==> config.mk <==
export PLATFORM = sky130hd
export DESIGN_NAME = gb_mem_bus_flat
export DESIGN_NICKNAME = d
export VERILOG_FILES = /design/src/rtl/gb_mem_pkg.sv /design/src/rtl/gb_mem_bus_if.sv /design/src/rtl/gb_oam_dma.sv /design/src/rtl/gb_mem_bus.sv /design/src/flat_wrapper.sv
export SDC_FILE = /design/constraint.sdc
export NUM_CORES = 1
export LEC_CHECK = 0
export CORE_ASPECT_RATIO = 0.6
export CORE_MARGIN = 2
export CORE_UTILIZATION = 38
export CTS_CLUSTER_DIAMETER = 120
export CTS_CLUSTER_SIZE = 25
export DETAILED_ROUTE_END_ITERATION = 6
export GPL_TIMING_DRIVEN = 0
export SLEW_MARGIN = 0
export SYNTH_ARGS = -nofsm -noshare
export SYNTH_HDL_FRONTEND = slang
export SYNTH_SLANG_ARGS = --single-unit
==> constraint.sdc <==
create_clock -name clk -period 5.84 [get_ports clk]
set_input_delay 1.168 -clock clk [delete_from_list [all_inputs] [get_ports clk]]
set_output_delay 1.168 -clock clk [all_outputs]
set_load 0.005 [all_outputs]
==> src/rtl/gb_mem_pkg.sv <==
// Shared constants and types for the Game Boy memory bus: address map,
// OAM DMA length and the DMA state encoding.
package gb_mem_pkg;

   localparam logic [15:0] HRAM_BASE     = 16'hFF80;
   localparam logic [15:0] HRAM_LAST     = 16'hFFFE;
   localparam logic [15:0] IE_ADDR       = 16'hFFFF;
   localparam logic [15:0] DMA_REG_ADDR  = 16'hFF46;
   localparam logic [15:0] OAM_BASE      = 16'hFE00;
   localparam logic [15:0] OAM_LAST      = 16'hFE9F;
   localparam logic [15:0] UNUSABLE_BASE = 16'hFEA0;
   localparam logic [15:0] UNUSABLE_LAST = 16'hFEFF;

   localparam int HRAM_SIZE = 127;
   localparam int DMA_LEN   = 160;

   typedef enum logic [1:0] {
      DMA_IDLE,
      DMA_START,
      DMA_XFER
   } dma_state_t;

   // Sources at E0xx and above alias down onto work RAM (echo region).
   function automatic logic [7:0] dma_src_map(input logic [7:0] src);
      return (src >= 8'hE0) ? (src - 8'h20) : src;
   endfunction

endpackage

==> src/rtl/gb_mem_bus_if.sv <==
// Bundle of the CPU-side, external-bus and OAM-port signals around gb_mem_bus,
// plus the DMA state as a debug view.
interface gb_mem_bus_if;
   import gb_mem_pkg::*;

   // There is no valid/ready here: every strobe (cpu_wr_i, ext_wr_o, oam_wr_o)
   // is a single-cycle write qualified by the next posedge, and all read data
   // is combinational from the address presented in the same cycle.
   logic [15:0] cpu_addr_i;
   logic [7:0]  cpu_data_i;
   logic        cpu_wr_i;
   logic [7:0]  cpu_data_o;
   logic [15:0] ext_addr_o;
   logic [7:0]  ext_data_o;
   logic        ext_wr_o;
   logic [7:0]  ext_data_i;
   logic [7:0]  oam_addr_o;
   logic [7:0]  oam_data_o;
   logic        oam_wr_o;
   logic [7:0]  oam_data_i;
   logic        dma_active_o;
   dma_state_t  dma_state_o;

   modport slave (
      input  cpu_addr_i, cpu_data_i, cpu_wr_i, ext_data_i, oam_data_i,
      output cpu_data_o, ext_addr_o, ext_data_o, ext_wr_o,
      output oam_addr_o, oam_data_o, oam_wr_o, dma_active_o, dma_state_o
   );

   modport master (
      output cpu_addr_i, cpu_data_i, cpu_wr_i, ext_data_i, oam_data_i,
      input  cpu_data_o, ext_addr_o, ext_data_o, ext_wr_o,
      input  oam_addr_o, oam_data_o, oam_wr_o, dma_active_o, dma_state_o
   );

endinterface

==> src/rtl/gb_oam_dma.sv <==
// OAM DMA engine: one START cycle, then DMA_LEN XFER cycles copying
// {src, idx} from the external bus into OAM[idx]. A new start restarts it.
module gb_oam_dma
   import gb_mem_pkg::*;
(
   input  logic        clk,
   input  logic        reset,
   input  logic        start_i,
   input  logic [7:0]  src_i,
   input  logic [7:0]  ext_data_i,
   output logic        active_o,
   output logic [7:0]  src_o,
   output logic [15:0] ext_addr_o,
   output logic [7:0]  oam_addr_o,
   output logic [7:0]  oam_data_o,
   output logic        oam_wr_o,
   output dma_state_t  state_o
);

   dma_state_t state_q, state_d;
   logic [7:0] idx_q, idx_d;
   logic [7:0] src_q, src_d;

   always_comb begin
      state_d = state_q;
      idx_d   = idx_q;
      src_d   = src_q;
      if (start_i) begin
         state_d = DMA_START;
         src_d   = src_i;
         idx_d   = 8'd0;
      end else begin
         case (state_q)
            DMA_START: begin
               state_d = DMA_XFER;
               idx_d   = 8'd0;
            end
            DMA_XFER: begin
               if (idx_q == 8'(DMA_LEN - 1)) begin
                  state_d = DMA_IDLE;
                  idx_d   = 8'd0;
               end else begin
                  idx_d = idx_q + 8'd1;
               end
            end
            default: state_d = DMA_IDLE;
         endcase
      end
   end

   always_ff @(posedge clk or posedge reset) begin
      if (reset) begin
         state_q <= DMA_IDLE;
         idx_q   <= 8'd0;
         src_q   <= 8'd0;
      end else begin
         state_q <= state_d;
         idx_q   <= idx_d;
         src_q   <= src_d;
      end
   end

   assign active_o   = (state_q != DMA_IDLE);
   assign src_o      = src_q;
   assign ext_addr_o = {dma_src_map(src_q), idx_q};
   assign oam_addr_o = idx_q;
   assign oam_data_o = ext_data_i;
   assign oam_wr_o   = (state_q == DMA_XFER);
   assign state_o    = state_q;

endmodule

==> src/rtl/gb_mem_bus.sv <==
// CPU address decode, HRAM, IE register, read muxing and external/OAM bus
// ownership between the CPU and the OAM DMA engine.
module gb_mem_bus
   import gb_mem_pkg::*;
(
   input logic         clk,
   input logic         reset,
   gb_mem_bus_if.slave bus
);

   logic [15:0] addr;
   logic is_hi, is_hram, is_ie, is_dma_reg, is_oam, is_unusable, is_ext;

   assign addr = bus.cpu_addr_i;

   always_comb begin
      is_hi       = (addr >= HRAM_BASE);
      is_hram     = (addr >= HRAM_BASE) && (addr <= HRAM_LAST);
      is_ie       = (addr == IE_ADDR);
      is_dma_reg  = (addr == DMA_REG_ADDR);
      is_oam      = (addr >= OAM_BASE) && (addr <= OAM_LAST);
      is_unusable = (addr >= UNUSABLE_BASE) && (addr <= UNUSABLE_LAST);
      is_ext      = !(is_hi || is_dma_reg || is_oam || is_unusable);
   end

   logic        dma_active;
   logic [7:0]  dma_src;
   logic [15:0] dma_ext_addr;
   logic [7:0]  dma_oam_addr;
   logic [7:0]  dma_oam_data;
   logic        dma_oam_wr;
   dma_state_t  dma_state;

   // FF46 writes are honoured even mid-DMA: they restart the transfer.
   gb_oam_dma u_dma (
      .clk        (clk),
      .reset      (reset),
      .start_i    (bus.cpu_wr_i && is_dma_reg),
      .src_i      (bus.cpu_data_i),
      .ext_data_i (bus.ext_data_i),
      .active_o   (dma_active),
      .src_o      (dma_src),
      .ext_addr_o (dma_ext_addr),
      .oam_addr_o (dma_oam_addr),
      .oam_data_o (dma_oam_data),
      .oam_wr_o   (dma_oam_wr),
      .state_o    (dma_state)
   );

   logic [7:0] hram_q [HRAM_SIZE];
   logic [6:0] hram_idx;
   logic [7:0] ie_q, ie_d;

   assign hram_idx = addr[6:0];

   always_comb begin
      ie_d = ie_q;
      if (bus.cpu_wr_i && is_ie) ie_d = bus.cpu_data_i;
   end

   always_ff @(posedge clk or posedge reset) begin
      if (reset) ie_q <= 8'h00;
      else       ie_q <= ie_d;
   end

   // HRAM keeps its contents across reset.
   always_ff @(posedge clk) begin
      if (bus.cpu_wr_i && is_hram) hram_q[hram_idx] <= bus.cpu_data_i;
   end

   always_comb begin
      bus.cpu_data_o = bus.ext_data_i;
      if (dma_active && !is_hi)  bus.cpu_data_o = 8'hFF;
      else if (is_hram)          bus.cpu_data_o = hram_q[hram_idx];
      else if (is_ie)            bus.cpu_data_o = ie_q;
      else if (is_dma_reg)       bus.cpu_data_o = dma_src;
      else if (is_oam)           bus.cpu_data_o = bus.oam_data_i;
      else if (is_unusable)      bus.cpu_data_o = 8'hFF;
   end

   always_comb begin
      bus.ext_data_o = bus.cpu_data_i;
      if (dma_active) begin
         bus.ext_addr_o = dma_ext_addr;
         bus.ext_wr_o   = 1'b0;
         bus.oam_addr_o = dma_oam_addr;
         bus.oam_data_o = dma_oam_data;
         bus.oam_wr_o   = dma_oam_wr;
      end else begin
         bus.ext_addr_o = addr;
         bus.ext_wr_o   = bus.cpu_wr_i && is_ext;
         bus.oam_addr_o = addr[7:0];
         bus.oam_data_o = bus.cpu_data_i;
         bus.oam_wr_o   = bus.cpu_wr_i && is_oam;
      end
   end

   assign bus.dma_active_o = dma_active;
   assign bus.dma_state_o  = dma_state;

endmodule

==> src/flat_wrapper.sv <==
// flat-port wrapper written by rule: the top's interface ports become plain ports
module gb_mem_bus_flat import gb_mem_pkg::*;
  (clk, reset, bus_cpu_addr_i, bus_cpu_data_i, bus_cpu_wr_i, bus_ext_data_i, bus_oam_data_i, bus_cpu_data_o, bus_ext_addr_o, bus_ext_data_o, bus_ext_wr_o, bus_oam_addr_o, bus_oam_data_o, bus_oam_wr_o, bus_dma_active_o, bus_dma_state_o);
  gb_mem_bus_if bus_i ();
  input logic clk;
  input logic reset;
  input wire logic [$bits(bus_i.cpu_addr_i)-1:0] bus_cpu_addr_i;
  input wire logic [$bits(bus_i.cpu_data_i)-1:0] bus_cpu_data_i;
  input wire logic [$bits(bus_i.cpu_wr_i)-1:0] bus_cpu_wr_i;
  input wire logic [$bits(bus_i.ext_data_i)-1:0] bus_ext_data_i;
  input wire logic [$bits(bus_i.oam_data_i)-1:0] bus_oam_data_i;
  output wire logic [$bits(bus_i.cpu_data_o)-1:0] bus_cpu_data_o;
  output wire logic [$bits(bus_i.ext_addr_o)-1:0] bus_ext_addr_o;
  output wire logic [$bits(bus_i.ext_data_o)-1:0] bus_ext_data_o;
  output wire logic [$bits(bus_i.ext_wr_o)-1:0] bus_ext_wr_o;
  output wire logic [$bits(bus_i.oam_addr_o)-1:0] bus_oam_addr_o;
  output wire logic [$bits(bus_i.oam_data_o)-1:0] bus_oam_data_o;
  output wire logic [$bits(bus_i.oam_wr_o)-1:0] bus_oam_wr_o;
  output wire logic [$bits(bus_i.dma_active_o)-1:0] bus_dma_active_o;
  output wire logic [$bits(bus_i.dma_state_o)-1:0] bus_dma_state_o;
  assign bus_i.cpu_addr_i = bus_cpu_addr_i;
  assign bus_i.cpu_data_i = bus_cpu_data_i;
  assign bus_i.cpu_wr_i = bus_cpu_wr_i;
  assign bus_i.ext_data_i = bus_ext_data_i;
  assign bus_i.oam_data_i = bus_oam_data_i;
  assign bus_cpu_data_o = bus_i.cpu_data_o;
  assign bus_ext_addr_o = bus_i.ext_addr_o;
  assign bus_ext_data_o = bus_i.ext_data_o;
  assign bus_ext_wr_o = bus_i.ext_wr_o;
  assign bus_oam_addr_o = bus_i.oam_addr_o;
  assign bus_oam_data_o = bus_i.oam_data_o;
  assign bus_oam_wr_o = bus_i.oam_wr_o;
  assign bus_dma_active_o = bus_i.dma_active_o;
  assign bus_dma_state_o = bus_i.dma_state_o;
  gb_mem_bus u_core (.clk(clk), .reset(reset), .bus(bus_i));
endmodule
==> flow_summary.toml, run 1 <==
[outcome]
status = "finished with violations"
violations_in_the_final_reports = "capacitance limit, slew limit, setup timing"

[critical_path]
critical_path.reg2reg.startpoint = "u_core.u_dma.state_o[1]"
path_cells = "clkdlybuf4s15_2, buf_6, buf_8, buf_6, buf_6, buf_2, nand4_1, clkbuf_1, nor2_1"
crit_arrival_ns = 6.30
crit_type = "in -> reg"
critPathLaunch = "bus_cpu_addr_i[2]"
crit_top_cell = "sky130_fd_sc_hd__buf_6"
cpLargestDelayFamily = "buffers and inverters"
worst-endpoint-required_ns = 6.12
timing.critical_path.to_type = "flop"
startpoint_type = "primary input"
timing.critical_path.slowest_cell_delay_ns = 1.34
path_buf_inv = 7
timing.critical_path.slowest_stage_cell = "sky130_fd_sc_hd__nor2_1"
crit_fanout = 14

[power]
switching_share_pct = 25.76
ir_drop_mv = 0.1796
p_switching_uw = 3555
clock_network_power_share_pct = 28.4
power_report.internal_total_uw = 10250
share_seq_of_total_power_pct = 59.8
p_leak_uw = 0.01472
power_density_nw_per_um2 = 291.3
totalPowerFinal_uw = 13800
comb_power_share_pct = 11.8

[timing]
tightest_slew_ns = 1.598
fmaxAchievable_mhz = 166.2
hold_viol = 0
slew_viol_final = 22
timing.final.setup_violations = 21
rsz0062_at_grt = "no"
min_clock_period_post_route_ns = 6.018
final.setup.tns_ns = -1.745
fin_worst_skew_ns = 0.004017
setup_ws_ns = -0.1780
normalized_max_slew_margin_pct = -6.506
final.period_utilization_pct = 103.0

[clocking]
cts_hold_buffers = 0
clock_tree.root_cell = "sky130_fd_sc_hd__clkbuf_16"
clock_sinks = 1042
cts-root-to-sink-buffers = 3
cts_tree = "yes"
total_clock_buffers_created_by_cts = 47
clock_tree.htree_level_count = 2
worst_skew_pair.late_latency_ns = 0.67
cts.clk_slew.worst_paths_ns = 0.10

[yosys]
synthesis.nets = 2624
synth_enable_flop_cells = 1016
ys_warn_count = 0
ys_seq_elements = 1042
yosysSeqAreaShare_pct = 75.23
async_reset_ff_share_pct = 2.495
postSynth.topFlopCell = "sky130_fd_sc_hd__edfxtp_1"
syn_inst = 2579
synth.lib_cells_used.distinct = 73
synthesis.area_per_instance_um2 = 16.06
synth.cell_area_um2 = 41420

[global_route]
groute.usage.overall_pct = 33.74
first_global_vias = 26080
grt_antenna_before_repair = 11
grt_max_degree = 83
globalRoute.totalOverflow = 0
grt_first_pass_wirelength_um = 247300

[drt]
vias = 28370
post_drt_wl_per_cell_um = 45.75
vias_per_cell = 6.763
drt-pass1-iter-count = 6
detail-route-antenna-nets = 0
detail_route.drc_violations = 0
iter_0_drt_violations = 5581
totalWireLength_um = 191900

[cells_and_area]
final_layout_size_suffix_gt1_share_pct = 17.52
mostFrequentLayoutCells = "sky130_fd_sc_hd__edfxtp_1 (1,016), sky130_fd_sc_hd__nor2_1 (248), sky130_fd_sc_hd__a221oi_1 (179)"
area.growth.synth_to_final_pct = 14.36
finalCoreUtilization_pct = 44.01
finalNetCount = 2787
mostFrequentLayoutCell = "sky130_fd_sc_hd__edfxtp_1"

[die]
die_area_um2 = 111700
dieHeight_um = 259.7
placementRows = 93
pin_count = 96
floorplan.initialDensity_pct = 38.48
coreArea_um2 = 107600
die-width_um = 430.2

[placement]
detailedPlace.worstSlack_ns = -2.599
place.port_buffers = 94
detailed_place_hpwl_um = 131100
place.gp.congestion = 1.029

[flow_run]
maxCapViolCount = 2

[hold_path]
min_path_type = "reg -> reg"
worst_hold_start = "u_core.ie_q[4]"
-- power groups by stage --
stage	Sequential (uW)	Combinational, uW	Clock [uW]
global route	8260	1630	4110
finish	8250	1620	3920
global placement	8470	1370	0
detailed placement	8420	1410	0
floorplan	8410	545	0
CTS	8250	1520	3850
-- worst paths after layout --
path	endpoint	depth (start not counted)	slack, ns
max reg2reg	u_core.u_dma.oam_addr_o[7]	7	3.65
min reg2reg	u_core.ie_q[4]	1	0.52
max in group asynchronous	u_core.u_dma.src_o[6]	2	4.12
min in group asynchronous	u_core.u_dma.oam_addr_o[1]	2	1.05
max	u_core.hram_q[78][3]	9	-0.18
min	u_core.ie_q[4]	1	0.52
-- Yosys cell counts, types with 5 or more instances --
| cell | count | area, um^2 |
|---|---|---|
| sky130_fd_sc_hd__edfxtp_1 | 1016 | 30510 |
| sky130_fd_sc_hd__nor2_1 | 252 | 945.9 |
| sky130_fd_sc_hd__a221oi_1 | 184 | 1612 |
| sky130_fd_sc_hd__nand2_1 | 128 | 480.5 |
| sky130_fd_sc_hd__a21oi_1 | 112 | 560.5 |
| sky130_fd_sc_hd__mux2_2 | 105 | 1182 |
| sky130_fd_sc_hd__o21ai_0 | 98 | 490.5 |
| sky130_fd_sc_hd__mux2i_1 | 86 | 860.8 |
| sky130_fd_sc_hd__buf_2 | 75 | 375.4 |
| sky130_fd_sc_hd__a22oi_1 | 64 | 480.5 |
| sky130_fd_sc_hd__clkbuf_1 | 59 | 221.5 |
| sky130_fd_sc_hd__buf_4 | 49 | 367.9 |
| sky130_fd_sc_hd__o211ai_1 | 30 | 225.2 |
| sky130_fd_sc_hd__dfrtp_1 | 26 | 650.6 |
| sky130_fd_sc_hd__o221ai_1 | 24 | 210.2 |
| sky130_fd_sc_hd__nand3_1 | 21 | 105.1 |
| sky130_fd_sc_hd__a2111oi_0 | 20 | 175.2 |
| sky130_fd_sc_hd__a31oi_1 | 18 | 112.6 |
| sky130_fd_sc_hd__mux4_2 | 16 | 360.4 |
| sky130_fd_sc_hd__a221o_1 | 15 | 150.1 |
| sky130_fd_sc_hd__nor3_1 | 11 | 55.05 |
| sky130_fd_sc_hd__o22ai_1 | 10 | 62.56 |
| sky130_fd_sc_hd__inv_1 | 9 | 33.78 |
| sky130_fd_sc_hd__nor2b_1 | 9 | 56.30 |
| sky130_fd_sc_hd__nor4_1 | 9 | 56.30 |
| sky130_fd_sc_hd__o21a_1 | 9 | 67.56 |
| sky130_fd_sc_hd__buf_1 | 8 | 30.03 |
| sky130_fd_sc_hd__o2bb2ai_1 | 8 | 70.07 |
| sky130_fd_sc_hd__a22o_1 | 7 | 61.31 |
| sky130_fd_sc_hd__o21ai_1 | 7 | 35.03 |
| sky130_fd_sc_hd__buf_6 | 6 | 67.56 |
| sky130_fd_sc_hd__nand4_1 | 6 | 37.54 |
| sky130_fd_sc_hd__and2_1 | 5 | 31.28 |
-- cell families (layout without fill, tap and decap cells) --
group / Yosys count / count (layout) / synth area share [%]
buffers and inverters: 209 / 392 / 2.673
adder cells (fa/ha/maj): 2 / 2 / 0.06040
other: 0 / 8 / 0
AO/OA/AOI/OAI: 648 / 648 / 11.35
multiplexers: 207 / 207 / 5.803
flip-flops: 1042 / 1042 / 75.23
AND/OR/NAND/NOR: 471 / 471 / 4.887
-- metrics by stage --
step | instance area [um^2] | hold WS, ns | std cells
5_1_grt | 47350 | 0.5414 | 4187
3_3_place_gp | 44140 | 0.4885 | 4098
4_1_cts | 47150 | 0.5241 | 4184
6_report | 47370 | 0.5244 | 4195
2_1_floorplan | 41420 | 0.4559 | 2579
3_5_place_dp | 44510 | 0.4947 | 4117
-- what timing repair did --
action	CTS	global route
endpoints found under the hold margin	0	0
buffers inserted	3	4
pin swaps	17	8
resized for setup	397	53
endpoints found under the setup margin	268	6
-- sequential cells by signal (all words and copies together) (netlist names) --
name,cells
u_core.ie_q,8
u_core.u_dma.state_o,2
u_core.hram_q,1016
u_core.u_dma.oam_addr_o,8
u_core.u_dma.src_o,8
-- layout make-up --
type / count / area [um^2]
fillers: 9379 / 60270
flip-flops and latches: 1042 / 31160
multi-input cells: 1328 / 9816
plain buffers: 191 / 1932
well taps: 1425 / 1783
repair buffers: 120 / 1329
clock buffers: 65 / 1244
inverters: 12 / 51.30
clock inverters: 4 / 35.03
diodes: 8 / 20.02
-- metal layers --
layer  up-vias  share of wire (%)  global-route usage [%]
li1      10660                  -                       -
met1     14810                 40                   46.72
met2      2542                 39                   44.22
met3       357                 18                   18.29
met4         4                4.0                   11.83
met5         -              0.042                       0
No activity file was read; power rests on OpenSTA's default activity.
==> run 2: changes to the inputs <==
Settings changed: CORE_MARGIN 2 to not set, DONT_BUFFER_PORTS set to 1, PLACE_DENSITY_LB_ADDON set to 0.08.
==> run 2 against run 1 <==
Net effect:
- the flow finishes with violations (DRC, capacitance limit, slew limit, setup timing)
- sequential cell count unchanged
- clock power rose by 3%
- global-route usage is 0.88 points higher
- final cell count down 2.6%
- hold slack better by 0.011 ns
- first-iteration DRC count grew 2.1%
- routed wire length grew 1.2%
- maximum frequency shrank 1.8%
- die area down 1.2%
- sequential power barely moved
- critical endpoint is now bus_cpu_data_o[3]
- largest power group unchanged
- highest routed layer unchanged
==> flow_summary.toml, run 2 (synthesis gave the netlist of run 1 again) <==
[outcome]
status = "finished with violations"
violations_in_the_final_reports = "DRC, capacitance limit, slew limit, setup timing"

[power]
comb_power_share_pct = 8.9
share_seq_of_total_power_pct = 61.2
ir_drop_mv = 0.2192
clock_network_power_share_pct = 29.9
power_report.internal_total_uw = 10080
power_density_nw_per_um2 = 300.8
totalPowerFinal_uw = 13490
p_leak_uw = 0.01382
p_switching_uw = 3411
switching_share_pct = 25.28

[cells_and_area]
postLayoutCellArea_um2 = 44860
final_layout_size_suffix_gt1_share_pct = 14.55
area.growth.synth_to_final_pct = 8.292
register_bank_with_the_most_flops = "u_core.hram_q"
finalNetCount = 2678
mostFrequentLayoutCells = "sky130_fd_sc_hd__edfxtp_1 (1,016), sky130_fd_sc_hd__nor2_1 (248), sky130_fd_sc_hd__a221oi_1 (184)"
largest_register_ff_count = 1016
mostFrequentLayoutCell = "sky130_fd_sc_hd__edfxtp_1"
count_of_filler_cells_inserted_in_the_layout = 9673

[timing]
final.period_utilization_pct = 104.9
rsz0062_at_grt = "no"
setup_ws_ns = -0.2862
tightest_slew_ns = 1.751
fmaxAchievable_mhz = 163.2
hold_viol = 0
fin_worst_skew_ns = 0.01185
final.setup.tns_ns = -1.206
normalized_max_slew_margin_pct = -16.72
slew_viol_final = 65
min_clock_period_post_route_ns = 6.126
timing.final.setup_violations = 8

[flow_run]
maxCapViolCount = 6

[clocking]
clock_tree.root_cell = "sky130_fd_sc_hd__clkbuf_16"
total_clock_buffers_created_by_cts = 47
worst_skew_pair.late_latency_ns = 0.69
cts-root-to-sink-buffers = 3
cts.clk_slew.worst_paths_ns = 0.10
clock_sinks = 1042
cts_tree = "yes"
postCtsSetupBuffers = 0
cts_hold_buffers = 0
clock_tree.htree_level_count = 2

[critical_path]
timing.critical_path.to_type = "output port"
crit_fanout = 10
worst-endpoint-required_ns = 4.67
path_buf_inv = 4
path_cells = "buf_4, or2_2, clkbuf_1, buf_2, clkbuf_4, o211ai_1, o22ai_1, nor3_1, o21ai_1, o21ai_2"
timing.critical_path.slowest_cell_delay_ns = 1.03
startpoint_type = "primary input"
crit_cells = 10
worst_r2r_path_depth = 7
crit_type = "in -> out"
timing.critical_path.slowest_stage_cell = "sky130_fd_sc_hd__o211ai_1"
cpLargestDelayFamily = "compound AO/OA/AOI/OAI gates"
crit_arrival_ns = 4.96

[global_route]
grt_first_pass_wirelength_um = 249400
grt_antenna_before_repair = 24
globalRoute.totalOverflow = 0
groute.usage.overall_pct = 34.61
first_global_vias = 24860
grt_max_degree = 132

[drt]
met2RoutedLength_um = 75600
m1WireLength_um = 80190
vias_per_cell = 6.806
topRoutingLayerUsed = "met5"
drt-pass1-iter-count = 7
vias = 27800
wl_met3_um = 30560
iter_0_drt_violations = 5697
detail_route.drc_violations = 2
post_drt_wl_per_cell_um = 47.57
detail-route-antenna-nets = 0
totalWireLength_um = 194300

[die]
placementRows = 93
coreArea_um2 = 107600
floorplan.initialDensity_pct = 38.48
dieHeight_um = 257.7
die_area_um2 = 110400
pin_count = 96
die-width_um = 428.2

[placement]
place.port_buffers = 0
place.gp.congestion = 1.025
detailedPlace.worstSlack_ns = -1.207
placed_area_um2 = 43290
detailed_place_hpwl_um = 126100

[hold_path]
min_path_type = "reg -> reg"
min_path_cells = 1
==> run 2: final timing paths <==
check	to	startpoint	slack, ns
setup / recovery	bus_cpu_data_o[3]	bus_cpu_addr_i[2]	-0.29
hold / removal	u_core.ie_q[0]	u_core.ie_q[0]	0.53
setup reg to reg	u_core.u_dma.oam_addr_o[7]	u_core.u_dma.state_o[1]	3.60
hold reg to reg	u_core.ie_q[0]	u_core.ie_q[0]	0.53
max in group asynchronous	u_core.u_dma.oam_addr_o[5]	reset	4.48
min in group asynchronous	u_core.u_dma.src_o[0]	reset	0.66
==> run 2: per-layer routing <==
layer | up-vias | global-route usage, %
li1 | 10410 | -
met5 | - | 0
met1 | 14710 | 49.92
met4 | 16 | 11.96
met2 | 2301 | 45.93
met3 | 364 | 15.02
==> run 2: worst reg2reg max path: cells and delay by family (launching register included) <==
family | cells | cell delay, ns
buffers and inverters | 2 | 0.69
AND/OR/NAND/NOR | 2 | 0.54
flip-flops | 1 | 0.41
AO/OA/AOI/OAI | 3 | 0.50
==> run 2: power groups by stage <==
stage / clock network [uW] / logic, uW / registers (uW)
detailed placement: 0 / 1120 / 8420
global route: 4190 / 1200 / 8260
floorplan: 0 / 545 / 8410
finish: 4030 / 1210 / 8260
global placement: 0 / 1110 / 8420
CTS: 3980 / 1130 / 8250
==> run 2: timing repair <==
action | in CTS | in global routing
cloned | 0 | 0
setup endpoints to repair | 8 | 8
gates resized for setup | 67 | 36
pin swaps | 2 | 3
==> run 2: layout make-up <==
class | count | area [um^2] | share of cell area [%]
flip-flops and latches | 1042 | 31160 | 69.47
multi-input cells | 1328 | 9288 | 20.71
well taps | 1425 | 1783 | 3.975
clock buffers | 68 | 1297 | 2.893
plain buffers | 195 | 1199 | 2.672
repair buffers | 7 | 60.06 | 0.1339
inverters | 12 | 45.04 | 0.1004
diodes | 6 | 15.01 | 0.03347
clock inverters | 1 | 8.758 | 0.01953
==> run 2: per-stage QoR <==
stage               std cells  utilization, %  hold WS (ns)
finish                   4084           41.67        0.5350
global route             4078           41.66        0.5627
detailed placement       4010           40.22        0.5092
floorplan                2579               -        0.4559
CTS                      4077           41.58        0.5324
global placement         4004           40.14        0.5016
